File: src/rtl/sha1_pkg.sv
// rtl/sha1_pkg.sv - shared state encoding and block-layout constants for the SHA-1 padder
package sha1_pkg;

    typedef enum logic [2:0] {
        DATA,
        PAD80,
        ZERO,
        LEN_HI,
        LEN_LO
    } state_t;

    localparam int          BLOCK_WORDS     = 16;
    localparam logic [3:0]  LEN_WORD_HI_IDX = 4'd14;
    localparam logic [31:0] PAD_WORD        = 32'h8000_0000;

endpackage

File: src/rtl/sha1_byte_packer.sv
// rtl/sha1_byte_packer.sv - 8->32 big-endian byte packer with 0x80 pad insertion on the last byte
module sha1_byte_packer
    import sha1_pkg::*;
(
    input  logic        clk,
    input  logic        rst,
    input  logic        accept,
    input  logic [7:0]  byte_data,
    input  logic        last,
    output logic [31:0] word,
    output logic        word_valid,
    output logic        last_slot
);

    logic [31:0] acc;
    logic [1:0]  slot;

    assign last_slot  = (slot == 2'd3);
    assign word_valid = accept && (last_slot || last);

    // Bytes below the current slot are always zero in acc, so the pad only needs the 0x80 marker.
    always_comb begin
        word = acc;
        case (slot)
            2'd0:    word = {byte_data, (last ? PAD_WORD[31:8] : 24'h0)};
            2'd1:    word = {acc[31:24], byte_data, (last ? PAD_WORD[31:16] : 16'h0)};
            2'd2:    word = {acc[31:16], byte_data, (last ? PAD_WORD[31:24] : 8'h0)};
            default: word = {acc[31:8], byte_data};
        endcase
    end

    always_ff @(posedge clk or posedge rst) begin
        if (rst) begin
            acc  <= 32'h0;
            slot <= 2'd0;
        end else if (accept) begin
            if (word_valid) begin
                acc  <= 32'h0;
                slot <= 2'd0;
            end else begin
                acc  <= word;
                slot <= slot + 2'd1;
            end
        end
    end

endmodule

File: src/rtl/sha1_padder.sv
// rtl/sha1_padder.sv - byte-stream to padded 512-bit block word stream for sha1core
module sha1_padder
    import sha1_pkg::*;
#(
    parameter int LEN_W = 61
)
(
    input  logic        clk,
    input  logic        rst,
    input  logic        in_valid,
    input  logic [7:0]  in_data,
    input  logic        in_last,
    output logic        in_ready,
    input  logic        core_busy,
    output logic        wr,
    output logic [31:0] data,
    output logic        done
);

    localparam int WI_W = $clog2(BLOCK_WORDS);

    state_t            state;
    logic [LEN_W-1:0]  byte_cnt;
    logic [WI_W-1:0]   wi;
    logic [WI_W-1:0]   load_idx;
    logic              accept;
    logic              xfer;
    logic              can_load;
    logic [31:0]       pk_word;
    logic              pk_valid;
    logic              pk_last_slot;
    logic [63:0]       bitlen;

    assign accept   = in_valid && in_ready;
    assign xfer     = wr && !core_busy;
    assign can_load = !wr || xfer;
    // Block position the next loaded word will occupy once it transfers.
    assign load_idx = xfer ? wi + WI_W'(1) : wi;
    assign bitlen   = 64'({byte_cnt, 3'b000});

    sha1_byte_packer u_packer (
        .clk        (clk),
        .rst        (rst),
        .accept     (accept),
        .byte_data  (in_data),
        .last       (in_last),
        .word       (pk_word),
        .word_valid (pk_valid),
        .last_slot  (pk_last_slot)
    );

    always_ff @(posedge clk or posedge rst) begin
        if (rst) begin
            state    <= DATA;
            in_ready <= 1'b0;
            wr       <= 1'b0;
            data     <= 32'h0;
            done     <= 1'b0;
            byte_cnt <= '0;
            wi       <= '0;
        end else begin
            done <= 1'b0;
            if (xfer) begin
                wi <= wi + WI_W'(1);
            end
            if (accept) begin
                byte_cnt <= byte_cnt + LEN_W'(1);
            end
            case (state)
                DATA: begin
                    if (pk_valid) begin
                        wr       <= 1'b1;
                        data     <= pk_word;
                        in_ready <= 1'b0;
                        if (in_last) begin
                            state <= pk_last_slot ? PAD80 : ZERO;
                        end
                    end else if (xfer) begin
                        wr       <= 1'b0;
                        in_ready <= 1'b1;
                    end else if (!wr) begin
                        in_ready <= 1'b1;
                    end
                end
                PAD80: begin
                    if (can_load) begin
                        wr    <= 1'b1;
                        data  <= PAD_WORD;
                        state <= ZERO;
                    end
                end
                ZERO: begin
                    if (can_load) begin
                        wr <= 1'b1;
                        if (load_idx == LEN_WORD_HI_IDX) begin
                            data  <= bitlen[63:32];
                            state <= LEN_HI;
                        end else begin
                            data <= 32'h0;
                        end
                    end
                end
                LEN_HI: begin
                    if (can_load) begin
                        wr    <= 1'b1;
                        data  <= bitlen[31:0];
                        state <= LEN_LO;
                    end
                end
                LEN_LO: begin
                    if (xfer) begin
                        wr       <= 1'b0;
                        done     <= 1'b1;
                        byte_cnt <= '0;
                        state    <= DATA;
                    end
                end
                default: state <= DATA;
            endcase
        end
    end

endmodule

File: config.mk
export PLATFORM = sky130hd
export DESIGN_NAME = sha1_padder
export DESIGN_NICKNAME = d
export VERILOG_FILES = /design/src/rtl/sha1_pkg.sv /design/src/rtl/sha1_byte_packer.sv /design/src/rtl/sha1_padder.sv
export SDC_FILE = /design/constraint.sdc
export NUM_CORES = 1
export LEC_CHECK = 0
export CAP_MARGIN = 20
export CORE_ASPECT_RATIO = 0.75
export CORE_MARGIN = 1.5
export CORE_UTILIZATION = 40
export CTS_BUF_LIST = sky130_fd_sc_hd__clkbuf_2
export DETAILED_ROUTE_END_ITERATION = 12
export REMOVE_ABC_BUFFERS = 1
export SETUP_SLACK_MARGIN = 0.5
export SLEW_MARGIN = 20
export SYNTH_ARGS = -nofsm -noshare
export SYNTH_HDL_FRONTEND = slang
export SYNTH_HIERARCHICAL = 1
export SYNTH_SLANG_ARGS = --single-unit
File: constraint.sdc
create_clock -name clk -period 5.07 [get_ports clk]
set_clock_uncertainty 0.05 [all_clocks]
set_input_delay 1.014 -clock clk [delete_from_list [all_inputs] [get_ports clk]]
set_output_delay 1.014 -clock clk [all_outputs]
set_load 0.05 [all_outputs]
==> impl_metrics.ini <==
[power]
p_sw_uw = 1620
seqPwrFrac = 0.401
p_int_uw = 1997
ir_worst_vdd_mv = 0.5493
netSwitchingFraction = 0.4479
clkPwrFrac = 0.173
combPwrFrac = 0.426
p_per_area_nw_per_um2 = 480.9
leakage_uw = 0.003061

[logic_synthesis]
yosysWarnings = 6
seq_area_frac_synth = 0.4799
syn_inst = 726
synthTopCellsByArea = dfrtp_1, nor3_1, a22o_1, nor2_1, a221oi_1
syn_area_per_cell_um2 = 9.265
synthMostInstantiatedCell = dfrtp_1
synth_edf_count = 0
synth_top_area_share = 0.4799
synth_area_um2 = 6726
synth_cell_types = 51
synth-main-ff-cell = dfrtp_1
async_reset_ff_frac = 1.000
yosysTopAreaCell = dfrtp_1
synth-seq-cells = 129
synth.cells.most_frequent = dfrtp_1, nor2_1, nor3_1

[sta]
totalNegativeSetupSlack_ns = 0
finalHoldViolCount = 0
slew_violations = 0
maxSlewHeadroom = 0.2974
period_minus_slack_ns = 3.323
fmax_mhz = 300.9
fin_crit_sh = 0.6555
setup_viol = 0
tightestPinTransition_ns = 1.051
rsz0062_at_grt = no
holdWs_ns = 0.4766

[floorplan]
die_x_um = 152.7
io_pins = 48
die_area_um2 = 17610
start_util = 0.4148
rows = 40
core_area_um2 = 16220
die_height_um = 115.3

[routing]
via_per_inst = 6.047
via_count = 5841
drt_iter0_markers = 440
routed_wl_um = 18980
ant_nets = 0
drt-pass1-iter-count = 5
drcViolationCount = 0
wl_per_cell_um = 19.65

[global_route]
grt.overflow.total = 0
met3_usage = 0.03694
grt_pass1_wl_um = 30570
busiest_layer = met2
antenna_found_initial = 0
use_met1 = 0.3306
grt_use_total = 0.2218
grt_max_degree = 85
global_route.usage.met2 = 0.3330
grt_pass1_vias = 5642

[clock_network]
cts_hold_buffers = 0
clock_latency_ns = 0.69
cts_resized = 0
cts_buffers = 17
postCtsSetupRepairBufs = 0
clockRootBuffer = clkbuf_2
cts_buffer_depth = 2
htreeDepth = 4
cts_tree = yes
cts_sinks = 129
path_clk_slew_ns = 0.19

[worst_setup_path]
cp.arrival_ns = 3.86
worstPathMaxFanout = 32
rr_worst_depth = 8
required_ns = 5.60
cp-start-kind = flip-flop
cp-end-kind = flip-flop
worst-setup-path-type = flip-flop to flip-flop
startpoint = u_packer/slot[1]
worstReg2RegStart = u_packer/slot[1]

[finish]
drive_gt1_frac = 0.07011
nNetsFinal = 763
antenna_cells = 0
n_fill_cell = 1571
area_delta_synth_final_pct = 11.83

[worst_hold_path]
hold_path_depth = 2
hold_path_class = flip-flop to flip-flop
hp-start = data[2]

[place]
io_buffers = 47
hpwl_um = 13230
place_congestion = 0.8462

[job]
cap_violations = 0

[run_status]
status = completed
-- power by group through the flow --
stage | Clock, uW | Sequential (uW) | Combinational, uW
3_5_place_dp | 0 | 1470 | 1530
4_1_cts | 640 | 1450 | 1540
5_1_grt | 678 | 1480 | 1650
2_1_floorplan | 0 | 1840 | 616
3_3_place_gp | 0 | 1460 | 1510
6_report | 624 | 1450 | 1540
-- path summary, 6_finish.rpt --
path,slack [ns],to
worst max-delay path,1.75,data[3]
worst min-delay path,0.48,data[2]
worst max register to register,1.75,data[3]
worst min register to register,0.48,data[2]
max in group asynchronous,3.39,byte_cnt[40]
min in group asynchronous,0.76,u_packer/acc[16]
-- metal layers --
layer,wire length (um),vias to the layer above
li1,-,2703
met5,0,-
met1,9569,2945
met2,8297,164
met3,862,29
met4,251,0
-- layout by cell type, fill, tap and decap left out, drive strengths merged, types with 13 or more instances in the layout --
| cell | n |
|---|---|
| dfrtp | 129 |
| nor2 | 79 |
| nor3 | 69 |
| clkdlybuf4s50 | 47 |
| a21oi | 38 |
| a22o | 37 |
| o21ai | 34 |
| a221oi | 32 |
| nand2 | 31 |
| nand3 | 31 |
| or3 | 30 |
| xnor2 | 25 |
| clkbuf | 17 |
| nand4 | 17 |
| inv | 16 |
| nor4 | 14 |
| nor2b | 13 |
| and2 | 13 |
-- worst max-delay path: stages, from the launching register on --
cell and delay (ns):
dfrtp_1 0.42, ha_1 0.82, nor2_2 0.34, nor2b_1 0.35
nor3_1 0.10, nor2_1 0.23, o21a_2 0.61, nor2_1 0.10
nor3_1 0.21
-- flip-flops by register name (all words and copies together), names as in the netlist --
| name | flops |
|---|---|
| byte_cnt | 61 |
| data | 32 |
| u_packer/acc | 24 |
| wi | 4 |
| state | 3 |
| u_packer/slot | 2 |
| done | 1 |
| in_ready | 1 |
| wr | 1 |
-- metrics by stage --
step / utilization / total power, uW / worst slack, ns / instances / instance area, um^2
global placement: 0.4491 / 2967 / 1.307 / 935 / 7282
CTS: 0.4631 / 3632 / 1.496 / 966 / 7510
global route: 0.4639 / 3811 / 1.411 / 966 / 7522
detailed placement: 0.4491 / 3004 / 1.198 / 935 / 7282
floorplan: - / 2456 / 0.02342 / 673 / 6492
finish: 0.4639 / 3617 / 1.747 / 966 / 7522
-- area by class of cell --
type | count | area (um^2) | share of cell area
timing repair buffer | 52 | 508.0 | 0.06753
sequential | 129 | 3228 | 0.4291
clock inverter | 14 | 142.6 | 0.01896
tap | 210 | 262.8 | 0.03493
clock buffer | 17 | 85.08 | 0.01131
inverter | 16 | 65.06 | 0.008649
multi-input combinational | 528 | 3231 | 0.4295
-- cells by family (layout without fill, tap and decap cells) --
family	Yosys count	after routing	synth area share
fa+ha+maj	6	6	0.01116
xor+xnor	35	35	0.04557
simple gates	323	323	0.2472
buf+inv	69	99	0.04371
flops	129	129	0.4799
mux	1	1	0.001674
compound gates	163	163	0.1708
Note: power is estimated with default switching activity, not from simulation.
